File: src/rtl/adc_proc_pkg.sv
// Shared types and width helpers for the multi-channel ADC post-processor.
package adc_proc_pkg;

   localparam int CH_W  = 3;   // channel index, up to 8 channels
   localparam int PAY_W = 64;  // stage payload, wide enough for any window sum or product

   function automatic int log2(input int v);
      int r;
      r = 0;
      for (int i = 0; i < 31; i++) begin
         if ((1 << i) < v) r = i + 1;
      end
      return r;
   endfunction

   function automatic int sum_w(input int data_w, input int depth);
      return data_w + log2(depth);
   endfunction

   function automatic int prod_w(input int data_w, input int scale_w);
      return data_w + scale_w;
   endfunction

   // Index width that never collapses to zero bits.
   function automatic int ptr_w(input int n);
      return (n > 1) ? log2(n) : 1;
   endfunction

   typedef struct packed {
      logic [CH_W-1:0]  ch;
      logic [PAY_W-1:0] val;
      logic             valid;
   } stage_t;

endpackage

File: src/rtl/multi_adc_processing_if.sv
// Sample inputs and per-channel result outputs of the ADC post-processor.
interface multi_adc_processing_if #(
   parameter int N_CH   = 3,
   parameter int DATA_W = 16
);
   // sample_valid[i] is a one-cycle strobe with no backpressure: the block always
   // accepts it, and a sample still waiting for service when the next one arrives
   // is replaced and flagged in overrun[i]. update_valid[i] strobes once per result.
   logic [N_CH-1:0]        sample_valid;
   logic [N_CH*DATA_W-1:0] sample_data;
   logic                   clear_overrun;
   logic [N_CH*DATA_W-1:0] ave_data;
   logic [N_CH*DATA_W-1:0] scaled_data;
   logic [N_CH-1:0]        update_valid;
   logic [N_CH-1:0]        primed;
   logic [N_CH-1:0]        overrun;

   modport master (
      output sample_valid, sample_data, clear_overrun,
      input  ave_data, scaled_data, update_valid, primed, overrun
   );

   modport slave (
      input  sample_valid, sample_data, clear_overrun,
      output ave_data, scaled_data, update_valid, primed, overrun
   );
endinterface

File: src/rtl/rr_arbiter.sv
// Round-robin arbiter: the search starts at the requester after the last grant.
module rr_arbiter
   import adc_proc_pkg::*;
#(
   parameter int N = 3
) (
   input  logic                 clk,
   input  logic                 reset,
   input  logic [N-1:0]         req,
   input  logic                 advance,
   output logic [N-1:0]         grant,
   output logic [ptr_w(N)-1:0]  grant_idx
);
   localparam int IW = ptr_w(N);

   logic [IW-1:0] ptr_q, ptr_d;
   logic          found;

   always_comb begin
      grant     = '0;
      grant_idx = '0;
      found     = 1'b0;
      ptr_d     = ptr_q;
      for (int c = 0; c < N; c++) begin
         if (!found && req[c] && IW'(c) >= ptr_q) begin
            found     = 1'b1;
            grant[c]  = 1'b1;
            grant_idx = IW'(c);
         end
      end
      for (int c = 0; c < N; c++) begin
         if (!found && req[c] && IW'(c) < ptr_q) begin
            found     = 1'b1;
            grant[c]  = 1'b1;
            grant_idx = IW'(c);
         end
      end
      if (advance && found) ptr_d = (grant_idx == IW'(N - 1)) ? '0 : grant_idx + IW'(1);
   end

   always_ff @(posedge clk) begin
      if (reset) ptr_q <= '0;
      else       ptr_q <= ptr_d;
   end
endmodule

File: src/rtl/multi_adc_processing.sv
// N-channel ADC post-processor: per-channel capture and moving average feeding
// one shared, round-robin scheduled scale/offset/clamp pipeline.
module multi_adc_processing
   import adc_proc_pkg::*;
#(
   parameter int          N_CH           = 3,
   parameter int          DATA_W         = 16,
   parameter int          DEPTH          = 16,
   parameter int unsigned SCALING_FACTOR = 310866,
   parameter int          SCALE_W        = 20,
   parameter int          SHIFT_FACTOR   = 19,
   parameter int unsigned OFFSET         = 0
) (
   input logic                   clk,
   input logic                   reset,
   multi_adc_processing_if.slave bus
);
   localparam int SUM_W  = sum_w(DATA_W, DEPTH);
   localparam int PROD_W = prod_w(DATA_W, SCALE_W);
   localparam int PTR_W  = ptr_w(DEPTH);
   localparam int LOG_D  = log2(DEPTH);
   localparam int FILL_W = LOG_D + 1;
   localparam int RING_N = 1 << PTR_W;
   localparam int IDX_W  = ptr_w(N_CH);
   localparam logic [SCALE_W-1:0] SCALE   = SCALE_W'(SCALING_FACTOR);
   localparam logic [PROD_W-1:0]  OFS     = PROD_W'(OFFSET);
   localparam logic [PROD_W-1:0]  SAT_MAX = PROD_W'({DATA_W{1'b1}});

   logic [DATA_W-1:0] hold_q   [N_CH];
   logic [SUM_W-1:0]  sum_q    [N_CH];
   logic [DATA_W-1:0] ring_q   [N_CH][RING_N];
   logic [PTR_W-1:0]  wp_q     [N_CH];
   logic [FILL_W-1:0] fill_q   [N_CH];
   logic [DATA_W-1:0] ave_q    [N_CH];
   logic [DATA_W-1:0] scaled_q [N_CH];
   logic [N_CH-1:0]   pending_q, pending_d, overrun_q, overrun_d, primed_q, upd_q, upd_d;
   stage_t            s1_q, s1_d, s2_q, s2_d, s3_q, s3_d;
   logic [DATA_W-1:0] ave3_q, ave3_d, scaled4_d, d1;
   logic [N_CH-1:0]   grant;
   logic [IDX_W-1:0]  grant_idx, c1, c3;
   logic [SUM_W-1:0]  sum_new;
   logic [PTR_W-1:0]  wp_next;
   logic [FILL_W-1:0] fill_next;
   logic [PROD_W-1:0] prod3, sh, sh_ofs;
   logic              unused_payload;

   rr_arbiter #(.N(N_CH)) u_arb (
      .clk       (clk),
      .reset     (reset),
      .req       (pending_q),
      .advance   (1'b1),
      .grant     (grant),
      .grant_idx (grant_idx)
   );

   // A granted channel hands over its old hold value, so a same-cycle strobe is not an overrun.
   always_comb begin
      pending_d = (pending_q & ~grant) | bus.sample_valid;
      overrun_d = (bus.clear_overrun ? '0 : overrun_q) | (bus.sample_valid & pending_q & ~grant);
   end

   always_comb begin
      s1_d       = '0;
      s1_d.valid = |pending_q;
      s1_d.ch    = CH_W'(grant_idx);
      s1_d.val   = PAY_W'(hold_q[grant_idx]);

      // Sum, pointer and fill are read and written in the same stage: no forwarding needed.
      c1        = IDX_W'(s1_q.ch);
      d1        = DATA_W'(s1_q.val);
      sum_new   = sum_q[c1] - SUM_W'(ring_q[c1][wp_q[c1]]) + SUM_W'(d1);
      wp_next   = (wp_q[c1] == PTR_W'(DEPTH - 1)) ? '0 : wp_q[c1] + PTR_W'(1);
      fill_next = (fill_q[c1] == FILL_W'(DEPTH)) ? fill_q[c1] : fill_q[c1] + FILL_W'(1);
      s2_d      = '{ch: s1_q.ch, val: PAY_W'(sum_new), valid: s1_q.valid};

      ave3_d = DATA_W'(SUM_W'(s2_q.val) >> LOG_D);
      s3_d   = '{ch: s2_q.ch, val: PAY_W'(PROD_W'(ave3_d) * PROD_W'(SCALE)), valid: s2_q.valid};

      c3        = IDX_W'(s3_q.ch);
      prod3     = PROD_W'(s3_q.val);
      sh        = prod3 >> SHIFT_FACTOR;
      sh_ofs    = (sh < OFS) ? '0 : sh - OFS;
      scaled4_d = (sh_ofs > SAT_MAX) ? {DATA_W{1'b1}} : DATA_W'(sh_ofs);
      upd_d     = '0;
      if (s3_q.valid) upd_d[c3] = 1'b1;
   end

   assign unused_payload = ^{s1_q.val[PAY_W-1:DATA_W], s2_q.val[PAY_W-1:SUM_W],
                             s3_q.val[PAY_W-1:PROD_W]};

   always_ff @(posedge clk) begin
      if (reset) begin
         pending_q <= '0;
         overrun_q <= '0;
         primed_q  <= '0;
         upd_q     <= '0;
         s1_q      <= '0;
         s2_q      <= '0;
         s3_q      <= '0;
         ave3_q    <= '0;
         for (int i = 0; i < N_CH; i++) begin
            hold_q[i]   <= '0;
            sum_q[i]    <= '0;
            wp_q[i]     <= '0;
            fill_q[i]   <= '0;
            ave_q[i]    <= '0;
            scaled_q[i] <= '0;
            for (int j = 0; j < RING_N; j++) ring_q[i][j] <= '0;
         end
      end else begin
         pending_q <= pending_d;
         overrun_q <= overrun_d;
         upd_q     <= upd_d;
         s1_q      <= s1_d;
         s2_q      <= s2_d;
         s3_q      <= s3_d;
         ave3_q    <= ave3_d;
         for (int i = 0; i < N_CH; i++) begin
            if (bus.sample_valid[i]) hold_q[i] <= bus.sample_data[i*DATA_W +: DATA_W];
         end
         if (s1_q.valid) begin
            ring_q[c1][wp_q[c1]] <= d1;
            wp_q[c1]             <= wp_next;
            sum_q[c1]            <= sum_new;
            fill_q[c1]           <= fill_next;
            if (fill_next == FILL_W'(DEPTH)) primed_q[c1] <= 1'b1;
         end
         if (s3_q.valid) begin
            ave_q[c3]    <= ave3_q;
            scaled_q[c3] <= scaled4_d;
         end
      end
   end

   always_comb begin
      bus.ave_data    = '0;
      bus.scaled_data = '0;
      for (int i = 0; i < N_CH; i++) begin
         bus.ave_data[i*DATA_W +: DATA_W]    = ave_q[i];
         bus.scaled_data[i*DATA_W +: DATA_W] = scaled_q[i];
      end
      bus.update_valid = upd_q;
      bus.primed       = primed_q;
      bus.overrun      = overrun_q;
   end
endmodule

File: src/flat_wrapper.sv
// flat-port wrapper written by rule: the top's interface ports become plain ports
module multi_adc_processing_flat import adc_proc_pkg::*;
#(
   parameter int          N_CH           = 3,
   parameter int          DATA_W         = 16,
   parameter int          DEPTH          = 16,
   parameter int unsigned SCALING_FACTOR = 310866,
   parameter int          SCALE_W        = 20,
   parameter int          SHIFT_FACTOR   = 19,
   parameter int unsigned OFFSET         = 0
)
  (clk, reset, bus_sample_valid, bus_sample_data, bus_clear_overrun, bus_ave_data, bus_scaled_data, bus_update_valid, bus_primed, bus_overrun);
  multi_adc_processing_if #(.N_CH(N_CH), .DATA_W(DATA_W)) bus_i ();
  input logic clk;
  input logic reset;
  input wire logic [$bits(bus_i.sample_valid)-1:0] bus_sample_valid;
  input wire logic [$bits(bus_i.sample_data)-1:0] bus_sample_data;
  input wire logic [$bits(bus_i.clear_overrun)-1:0] bus_clear_overrun;
  output wire logic [$bits(bus_i.ave_data)-1:0] bus_ave_data;
  output wire logic [$bits(bus_i.scaled_data)-1:0] bus_scaled_data;
  output wire logic [$bits(bus_i.update_valid)-1:0] bus_update_valid;
  output wire logic [$bits(bus_i.primed)-1:0] bus_primed;
  output wire logic [$bits(bus_i.overrun)-1:0] bus_overrun;
  assign bus_i.sample_valid = bus_sample_valid;
  assign bus_i.sample_data = bus_sample_data;
  assign bus_i.clear_overrun = bus_clear_overrun;
  assign bus_ave_data = bus_i.ave_data;
  assign bus_scaled_data = bus_i.scaled_data;
  assign bus_update_valid = bus_i.update_valid;
  assign bus_primed = bus_i.primed;
  assign bus_overrun = bus_i.overrun;
  multi_adc_processing #(.N_CH(N_CH), .DATA_W(DATA_W), .DEPTH(DEPTH), .SCALING_FACTOR(SCALING_FACTOR), .SCALE_W(SCALE_W), .SHIFT_FACTOR(SHIFT_FACTOR), .OFFSET(OFFSET)) u_core (.clk(clk), .reset(reset), .bus(bus_i));
endmodule
File: config.mk
export PLATFORM = sky130hd
export DESIGN_NAME = multi_adc_processing_flat
export DESIGN_NICKNAME = d
export VERILOG_FILES = /design/src/rtl/adc_proc_pkg.sv /design/src/rtl/multi_adc_processing_if.sv /design/src/rtl/rr_arbiter.sv /design/src/rtl/multi_adc_processing.sv /design/src/flat_wrapper.sv
export SDC_FILE = /design/constraint.sdc
export NUM_CORES = 2
export LEC_CHECK = 0
export CAP_MARGIN = 20
export CORE_ASPECT_RATIO = 2
export CORE_MARGIN = 3
export CORE_UTILIZATION = 42
export CTS_BUF_LIST = sky130_fd_sc_hd__clkbuf_8
export DETAILED_ROUTE_END_ITERATION = 6
export PLACE_DENSITY = 0.69
export SLEW_MARGIN = 40
export SYNTH_ARGS = -nofsm -noshare
export SYNTH_HDL_FRONTEND = slang
export SYNTH_SLANG_ARGS = --single-unit
File: constraint.sdc
create_clock -name clk -period 13.9 [get_ports clk]
set_input_delay 2.78 -clock clk [delete_from_list [all_inputs] [get_ports clk]]
set_output_delay 2.78 -clock clk [all_outputs]
set_load 0.1 [all_outputs]
==> run_results.csv <==
group,metric,value,unit
status,outcome,"completed",
cts,cts_root_buf,"clkbuf_8",
floorplanning,die_area,153000,sq um
hold_path,whs_endpoint,"u_core.c3[1]$_SDFF_PP0_",
yosys,synth_edf_count,1284,
yosys,synth.distinct_cells,65,
cts,post_cts_buffers,0,
critical_path,r2r_cells,20,
cells_and_area,drive_gt1_share,19.7,%
timing,setup_viol,0,
yosys,syn_area,62300,sq um
cells_and_area,final_common_cell,"edfxtp_1",
timing,drv_slew,0,
yosys,synthFlopType,"edfxtp_1",
hold_path,min_from,"u_core.s2_q[66]$_SDFF_PP0_",
grt,grt_pass1_vias,39516,
timing,holdWs,436,ps
yosys,yosysWarnings,0,
timing,fmax,0.130,GHz
cts,cts_buffers,177,
power_and_ir_drop,power.leakage,0.0244,uW
placement,dpl.hpwl,115000,um
critical_path,timing.rr.start,"u_core.c1[1]$_SDFF_PP0_",
cells_and_area,layout.nets,4537,
floorplanning,rows,199,
critical_path,r2r-end,"u_core.sum_q[1][19]$_SDFFCE_PN0P_",
route,drt_iter0_drc,3098,
yosys,avgSynthCellArea,15.3,sq um
timing,clock_skew,44.3,ps
grt,overflow,0,
cts,clockBufferDepth,4,
grt,track_usage,22.7,%
critical_path,cp_max_fo,129,
cts,cts_max_level,4,
route,drc,0,
timing,period_minus_slack,7690,ps
flow_run,drv_cap,0,
grt,grt_pass1_wl,257000,um
timing,min_period_over_period,55.3,%
route,vias,36988,
power_and_ir_drop,vdd_drop_max,0.549,mV
critical_path,rrSetupSlack,6210,ps
yosys,async_flop_share,0,%
route,ant_nets,0,
cells_and_area,area.sequential,40300,sq um
grt,antenna_found_initial,5,
cts,worstSkewPairLatency,890,ps
critical_path,worstPathArrival,8290,ps
placement,port_buffers,158,
floorplanning,io_pins,159,
timing,relSlewSlack,30.0,%
timing,setup_tns,0,ps
yosys,yosysSeqAreaShare,64.7,%
cts,cts_tree,"built",
cells_and_area,multi_input_area,20000,sq um
timing,tightest_slew,1040,ps
cts,cts_sinks,1371,
critical_path,crit_type,"flop to flop",
cts,cts_hold_buf,0,
placement,gp_congestion,0.899,
power_and_ir_drop,power_density,235,nW/um^2
cts,clk_pin_slew,70,ps
yosys,netlist_instances,4063,
route,drtPass1Iterations,6,
grt,grt_max_degree,130,
cells_and_area,most-common-layout-cells,"edfxtp_1, nor3_1, mux4_2, inv_1, clkbuf_8",
cells_and_area,areaGrowthSynthToFinish,11.0,%
yosys,synthesis.nets,4381,
floorplanning,core_area,147000,sq um
route,wl,174000,um
critical_path,endpoint_kind,"flop",
critical_path,startpoint_type,"flop",
floorplanning,dieHeight,551,um
hold_path,min_path_cells,1,
critical_path,worstPathRequired,14500,ps
route,wl_per_cell,27.8,um
floorplanning,start_util,42.3,%
timing,hold_viol_final,0,
route,via_per_inst,5.91,
hold_path,hold_path.class,"flop to flop",
floorplanning,die_width,278,um
timing,grt_setup_unrepaired,"no",
cells_and_area,fillers,12584,
cts,cts_resized,0,
yosys,ys_ff_latch,1371,
[final cells by class]
cell class | instances | share of cell area [%]
Sequential cell | 1371 | 58.3
Tap cell | 1909 | 3.46
Clock buffer | 194 | 3.86
Inverter | 230 | 1.25
Multi-Input combinational cell | 2130 | 29.0
Timing Repair Buffer | 309 | 3.31
Clock inverter | 118 | 0.854
Antenna cell | 2 | 0.00724
[kinds of logic (layout without fill, tap and decap cells)]
logic type / after synthesis / after routing / synth area share [%]
flip-flops: 1371 / 1371 / 64.7
AND/OR/NAND/NOR: 1123 / 1123 / 9.19
buffers and inverters: 562 / 851 / 3.70
multiplexers: 367 / 367 / 11.7
AO/OA/AOI/OAI: 348 / 348 / 3.78
adder cells (fa/ha/maj): 264 / 264 / 6.56
XOR/XNOR: 28 / 28 / 0.406
other: 0 / 2 / 0
[power breakdown]
group | switching [uW] | internal [uW]
Clock | 1490 | 1340
Combinational | 5240 | 3230
Sequential | 159 | 4760
Total | 6890 | 9340
[worst max-delay path, stage by stage, from the launching register on]
cell and delay [ps]:
dfxtp_4 850, buf_4 640, mux4_4 440, buf_12 560
buf_4 770, nor2b_1 120, a211oi_1 240, a211oi_1 110
a31oi_1 520, a21oi_1 210, fa_1 540, inv_1 40
ha_1 320, nand3_1 140, a2111oi_2 60, a221oi_1 500
o211ai_1 250, o21ai_1 260, a211oi_1 130, xnor2_1 370
nor2_1 110
[routing by layer]
| layer | up-vias | part of all wire (%) | GRT usage, % |
|---|---|---|---|
| li1 | 15716 | - | - |
| met1 | 18844 | 31 | 23.2 |
| met2 | 1844 | 53 | 41.5 |
| met3 | 578 | 6.6 | 3.71 |
| met4 | 6 | 8.9 | 17.3 |
| met5 | - | 0.014 | 0 |
[worst max path at each step]
stage                                  from                                end  slack (ps)  cells past startpoint
detailed placement  u_core.c1[0]$_SDFF_PP0_  u_core.sum_q[1][19]$_SDFFCE_PN0P_        6360                     20
global placement    u_core.c1[0]$_SDFF_PP0_  u_core.sum_q[1][19]$_SDFFCE_PN0P_        6410                     20
global route        u_core.c1[1]$_SDFF_PP0_  u_core.sum_q[1][19]$_SDFFCE_PN0P_        5990                     19
finish              u_core.c1[1]$_SDFF_PP0_  u_core.sum_q[1][19]$_SDFFCE_PN0P_        6210                     20
CTS                 u_core.c1[0]$_SDFF_PP0_  u_core.sum_q[2][15]$_SDFFCE_PN0P_        6410                     19
floorplan                             reset      u_core.ring_q[3][0]$_DFFE_PP_        7900                      5
[synthesized netlist by cell type, types with 2 or more instances]
master	count	area share (%)
nand2b_1	14	0.14
a221oi_1	3	0.042
or3_1	2	0.020
a21o_1	12	0.14
a41o_1	3	0.048
xnor2_1	15	0.21
nand2_1	97	0.58
nand4_1	4	0.040
or2_2	14	0.14
and3_1	12	0.12
dfxtp_1	87	2.8
o21a_1	8	0.096
o31a_1	3	0.042
clkinv_1	18	0.11
nor2_1	168	1.0
mux2i_1	80	1.3
a32oi_1	3	0.042
xor2_1	12	0.17
a31oi_1	19	0.19
clkbuf_1	226	1.4
buf_4	25	0.30
mux4_1	2	0.084
o21ai_0	23	0.18
inv_1	212	1.3
a211oi_1	104	1.3
nor4bb_1	2	0.032
mux4_2	283	10
nand3_1	24	0.19
buf_2	55	0.44
o211ai_1	3	0.036
o31ai_1	3	0.036
buf_1	22	0.13
and2b_1	7	0.084
o21bai_1	47	0.57
a22oi_1	17	0.20
buf_6	4	0.072
ha_1	160	3.2
fa_1	104	3.3
a21oi_1	88	0.71
edfxtp_1	1284	62
nor3_1	525	4.2
nor2b_1	68	0.68
nor4_1	19	0.19
and2_1	161	1.6
[through the flow]
step	total power, uW	setup slack [ps]	instance area [sq um]	util (%)	instances
floorplan	10900	7900	62300	-	4063
global placement	13400	6410	66200	45.0	5945
detailed placement	13500	6360	65800	44.7	5947
CTS	16400	6410	69100	46.9	6259
global route	17500	5990	69100	47.0	6263
finish	16200	6210	69100	47.0	6263
[flip-flops by register name (all words and copies together), names as in the netlist, 2 cells and up]
register and count:
u_core.bus.update_valid 3, u_core.bus.primed 3, u_core.ave3_d 16, u_core.pending_q 3, u_core.s2_q 3, u_core.wp_q 16
u_core.ring_q 1024, u_core.bus.overrun 3, u_core.c3 2, u_core.ave_q 48, u_core.ave3_q 16, u_core.hold_q 48
u_core.d1 16, u_core.sum_q 80, u_core.fill_q 20, u_core.c1 2, u_core.prod3 16, u_core.u_arb.ptr_q 2
u_core.scaled_q 48
No activity file was read; power rests on OpenSTA's default activity.
